--- src/rtl/spi_ram_ctrl.sv ---
// rtl/spi_ram_ctrl.sv - command-decoded single-port RAM behind the SPI slave
// Define SPI_RAM_AUTO_INC_EN to post-increment wr_ptr/rd_ptr on WRITE/READ.
module spi_ram_ctrl #(
  parameter int DATA_W     = 8,
  parameter int ADDR_W     = 8,
  parameter int RD_LATENCY = 1
) (
  input  logic              clk,
  input  logic              rst_n,
  input  logic [DATA_W+1:0] din,
  input  logic              rx_valid,
  output logic [DATA_W-1:0] dout,
  output logic              tx_valid,
  input  logic              tx_ready,
  output logic              busy,
  output logic              overrun
);

  typedef enum logic [1:0] {
    CMD_SET_WR = 2'b00,
    CMD_WRITE  = 2'b01,
    CMD_SET_RD = 2'b10,
    CMD_READ   = 2'b11
  } cmd_e;

`ifdef SPI_RAM_AUTO_INC_EN
  localparam logic [ADDR_W-1:0] PTR_STEP = ADDR_W'(1);
`else
  localparam logic [ADDR_W-1:0] PTR_STEP = '0;
`endif

  logic [DATA_W-1:0] mem [0:(1<<ADDR_W)-1];
  logic [ADDR_W-1:0] wr_ptr;
  logic [ADDR_W-1:0] rd_ptr;
  logic              stage_valid;
  logic [DATA_W-1:0] stage_data;
  cmd_e              cmd;
  logic [DATA_W-1:0] payload;
  logic [DATA_W-1:0] mem_word;
  logic              rd_accept;

  assign cmd       = cmd_e'(din[DATA_W+1:DATA_W]);
  assign payload   = din[DATA_W-1:0];
  assign mem_word  = mem[rd_ptr];
  // A read may start on the very edge that completes the previous handshake.
  assign busy      = ((RD_LATENCY == 2) && stage_valid) || (tx_valid && !tx_ready);
  assign rd_accept = rx_valid && (cmd == CMD_READ) && !busy;

  always_ff @(posedge clk) begin
    if (rst_n && rx_valid && (cmd == CMD_WRITE)) begin
      mem[wr_ptr] <= payload;
    end
  end

  always_ff @(posedge clk) begin
    if (!rst_n) begin
      wr_ptr      <= '0;
      rd_ptr      <= '0;
      dout        <= '0;
      tx_valid    <= 1'b0;
      overrun     <= 1'b0;
      stage_valid <= 1'b0;
      stage_data  <= '0;
    end else begin
      if (rx_valid) begin
        case (cmd)
          CMD_SET_WR: wr_ptr <= payload[ADDR_W-1:0];
          CMD_WRITE:  wr_ptr <= wr_ptr + PTR_STEP;
          CMD_SET_RD: rd_ptr <= payload[ADDR_W-1:0];
          CMD_READ: begin
            if (busy) overrun <= 1'b1;
            else      rd_ptr  <= rd_ptr + PTR_STEP;
          end
          default: ;
        endcase
      end

      if (tx_valid && tx_ready) begin
        tx_valid <= 1'b0;
      end

      // Memory is sampled in the command cycle so later writes cannot disturb it.
      if (RD_LATENCY == 2) begin
        stage_valid <= rd_accept;
        if (rd_accept) begin
          stage_data <= mem_word;
        end
        if (stage_valid) begin
          tx_valid <= 1'b1;
          dout     <= stage_data;
        end
      end else if (rd_accept) begin
        tx_valid <= 1'b1;
        dout     <= mem_word;
      end
    end
  end

endmodule

--- config.mk ---
export PLATFORM = sky130hd
export DESIGN_NAME = spi_ram_ctrl
export DESIGN_NICKNAME = d
export VERILOG_FILES = /design/src/rtl/spi_ram_ctrl.sv
export SDC_FILE = /design/constraint.sdc
export NUM_CORES = 2
export LEC_CHECK = 0
export CAP_MARGIN = 20
export CORE_ASPECT_RATIO = 1.4
export CORE_MARGIN = 2
export CORE_UTILIZATION = 30
export DETAILED_ROUTE_END_ITERATION = 8
export SLEW_MARGIN = 0
export SYNTH_ARGS = -nofsm -noshare
export SYNTH_HDL_FRONTEND = slang
export SYNTH_SLANG_ARGS = --single-unit
--- constraint.sdc ---
create_clock -name clk -period 2.3 [get_ports clk]
set_input_delay 0.46 -clock clk [delete_from_list [all_inputs] [get_ports clk]]
set_output_delay 0.46 -clock clk [all_outputs]
set_load 0.01 [all_outputs]
# [Yosys cells after proc, flatten, opt, wreduce, memory -nomap -nowiden]
# Memories as Yosys holds them, arrays and structs flattened. A register that Yosys moved wholly into a read port is not among the register bits.
# Index checks and enable logic that the tools add are counted.
[word_totals] regBits=18 mem_bits_rw=2048 inputBits=14 out_inout_bits=11 mem_count=1
[op_classes] n_eq_ne=3 mux=4 reduce_logical=14
[mem_list] name="mem" words=256 width=8 rd=1 rd_clocked_by_memory_dff=1 wr=1 line_no="32" text="logic [DATA_W-1:0] mem [0:(1<<ADDR_W)-1];"
[op_table] op="$logic_and A1 B1 Y1" n=6
[op_table] op="$eq A2 B2 Y1 const B" n=2
[op_table] op="$mux W1" n=4
[op_table] op="$reduce_and A2 Y1" n=2
[op_table] op="$logic_not A1 Y1" n=3
[op_table] op="$reduce_and A3 Y1" n=1
[op_table] op="$eq A2 B1 Y1 const B" n=1
[op_table] op="$logic_not A2 Y1" n=1
[op_table] op="$reduce_bool A2 Y1" n=1

# [Logic depth before layout (Yosys ltp)]
[depth] word_depth=5 mapped_depth=12 mapped_depth_nobuf=7

# [Worst setup path before layout]
# Ideal clock, no wire load.
[synth_path] path_type="input to register" startpoint="input port din[9]" endpoint="memory mem[234][0] (enable)" setup_time_ps=370 arrival_ps=2029 required_time_ps=1930 setup_slack_ps=-99 stages=6 n_path_buf=3 cell_sequence="and4b_1 -> clkbuf_1 -> clkbuf_1 -> nand3_1 -> clkbuf_1 -> nor2_1"
[synth_between] elab_chain_len=4
[synth_rtl] element="from (decl)" line_no="10" text="input logic [DATA_W+1:0] din,"
[synth_rtl] element="$eq A2 B1 Y1"
[synth_rtl] element="$logic_and A1 B1 Y1" line_no="50" text="if (rst_n && rx_valid && (cmd == CMD_WRITE)) begin"
[synth_rtl] element="$mux W1" line_no="50"
[synth_rtl] element="$mux W1 (not written as such)" line_no="51" text="mem[wr_ptr] <= payload;"
[synth_rtl] element="to (decl)" line_no="32"
# No other way between the ends.

==> flow_summary.toml <==
[synth]
synth_top_area_cell = "edfxtp_1"
synth_flop_cell = "edfxtp_1"
ys_warn_count = 0
synth_area_um2 = 81000
yosysTopAreaCellShare_pct = 76.0
synthArstFlopShare_pct = 0
synth_cells = 4059
synthTopCellsByCount = "edfxtp_1, mux2i_1, mux4_2, nor2_1, o22ai_1"
ys_ff_latch = 2074
synth.net_count = 4073
yosysUniqueCellTypes = 63
synth_area_leaders = "edfxtp_1, mux4_2, mux2i_1, nor2_1, o22ai_1"
seq_area_frac_synth_pct = 76.6
syn_avg_cell_area_um2 = 19.9
synth_edf_count = 2048
synth.most_common_cell = "edfxtp_1"

[power_and_ir_drop]
p_leak_nw = 31.5
powerDensity_nw_per_um2 = 758
peakVddDrop_v = 0.000547

[clocking]
cts_buffers = 182
clk_latency_ps = 840
cts_tree = "built"
cts_root_buffer = "clkbuf_16"
clockBufferDepth = 4
clkTransAtPathRegs_ps = 70
cts.sinks = 2074
htree_levels = 4

[drt]
post-route-drc-count = 0
via_count = 44136
route.detailed.vias_per_inst = 5.12
drtPass1Iterations = 8
postRouteAntennaNets = 0
wirelength_um = 238000
wl_per_cell_um = 27.6
drt_iter0_drc = 4520

[global_routing]
grt_util_met1_pct = 19.4
busiest_layer = "met2"
grtUsageTotal_pct = 16.8
grt_first_pass_wirelength_um = 333000
met3_usage_pct = 1.73
grt_start_max_net_pins = 78
antenna_found_initial = 3
grt-ovfl-total = 0
grt_pass1_vias = 45295
grt_use_met2_pct = 30.7

[floorplanning]
core_area_um2 = 268000
die_w_um = 443
pin_count = 25
core.rowCount = 225
die_area_um2 = 274000
start_util_pct = 30.2
die_height_um = 619

[timing]
maxSlewHeadroom_pct = 49.4
clock_skew_ps = 53.1
final.min_clock_period_ps = 2910
grt_setup_unrepaired = "yes"
slew_violations = 0
worst_pin_slew_ps = 759
max_freq_mhz = 344
setup_viol = 8
finalHoldViolCount = 0
setup-tns-final_ps = -4190
post-route-period-util_pct = 127
worst_slack_ps = -611

[run]
max-cap-violations = 0

[layout]
nets = 4973
syn_to_final_growth_pct = 23.6
fill_cells = 24360
drive_gt1_share_pct = 33.7

[critical_path]
r2r-end = "dout[4]"
cp.arrival_ps = 3690
path_class = "flip-flop to flip-flop"
timing.rr.start = "rd_ptr[4]"
worstSetupStartpointType = "flip-flop"
rrSetupSlack_ps = -610
reg2reg_depth = 12
worst-path-max-fanout = 11
end_kind = "flip-flop"
crit_required_ps = 3080

[status]
run_status = "finished, violations left"
violations = "setup timing"

[place]
gp_routability_congestion = 0.866
port_buffers = 24
dp_slack_ps = -1410
hpwl_um = 159000

[worst_hold_path]
hold_depth = 1
hold-path-endpoint = "mem[166][7]"
worstHoldStart = "din[7]"
min_path_type = "input pin to flip-flop"
[per-stage QoR]
stage	hold slack [ps]	std cells	util, %	power [mW]	area, um^2
after floorplan	500	4059	-	43.6	81000
after global placement	458	8232	34.3	45.4	92000
after CTS	158	8595	37.0	76.3	99200
after detailed placement	457	8232	34.3	45.4	92000
final	195	8622	37.3	75.9	100000
after global routing	199	8618	37.3	77.7	100000
[critical path, cell delays in order (launching register included)]
cell and delay (ps):
dfxtp_4 360, buf_6 230, buf_4 230, nand3b_4 150, buf_12 170, buf_12 140, o22ai_1 170, buf_4 140
a211oi_2 40, buf_4 150, a221o_1 380, nor4_4 450, a221o_1 200
[timing repair]
| item | CTS | global route |
|---|---|---|
| gates resized for setup | 184 | 118 |
| pin swaps | 32 | 35 |
| endpoints found under the hold margin | 9 | 0 |
| hold buffers | 1 | 0 |
| endpoints found under the setup margin | 17 | 9 |
| setup buffers | 33 | 22 |
| gates cloned | 10 | 6 |
[logic make-up after synthesis]
| kind of cell | count (synthesis) | share of synthesized area [%] |
|---|---|---|
| AO/OA/AOI/OAI | 430 | 3.80 |
| flip-flops | 2074 | 76.6 |
| multiplexers | 723 | 14.3 |
| AND/OR/NAND/NOR | 581 | 3.18 |
| buffers and inverters | 251 | 2.11 |
[cell usage in the layout (no fill, tap or decap), types with 21 or more instances in the layout]
master	netlist	routed
edfxtp_1	2048	2048
buf_4	28	753
mux2i_1	377	370
mux4_2	340	345
nor2_1	300	292
clkbuf_16	0	189
buf_12	4	113
o22ai_1	128	109
nand2_1	93	88
clkinv_1	0	41
nand3_1	50	39
o221ai_1	40	39
buf_6	41	33
a22oi_1	36	30
clkinv_2	0	30
a21oi_1	38	28
nor3_1	34	27
o21ai_0	35	25
clkbuf_1	90	25
nor2b_1	27	24
a221oi_1	30	24
bufinv_16	0	24
a211oi_1	39	21
[final cells by class]
type                    count  area [um^2]  area share (%)
diodes                      5         12.5          0.0125
multi-input cells        1734        18300            18.2
clock buffers             208         4670            4.67
well taps                3518         4400            4.40
flip-flops and latches   2074        62000            62.0
clock inverters           116         1200            1.20
repair buffers            960         9480            9.47
inverters                   7         32.5          0.0325
[sequential cells by signal (all words and copies together) (netlist names)]
register	flops
overrun	1
rd_ptr	8
dout	8
wr_ptr	8
tx_valid	1
mem	2048
[routing by layer]
metal	vias up	wire length [um]	part of all wire, %
li1	18570	-	-
met1	23378	86500	36
met2	1735	125000	53
met3	453	12800	5.4
met4	0	13500	5.7
met5	-	0	0
[power by group]
part	switching, mW	leakage, nW	total [mW]	internal, mW
registers	0.0366	18.6	41.5	41.5
logic	2.07	9.99	3.36	1.30
clock network	13.7	2.86	31.0	17.3
total	15.8	31.5	75.9	60.1
[how the worst max path moves through the flow]
stage	start	endpoint	slack [ps]
6_report	rd_ptr[4]	dout[4]	-610
5_1_grt	rd_ptr[0]	dout[4]	-580
4_1_cts	rd_ptr[0]	dout[0]	-540
3_5_place_dp	rd_ptr[0]	dout[0]	-1410
3_3_place_gp	rd_ptr[0]	dout[0]	-1860
2_1_floorplan	din[9]	mem[234][0]	-100
Power figures use the tool's default switching activity.
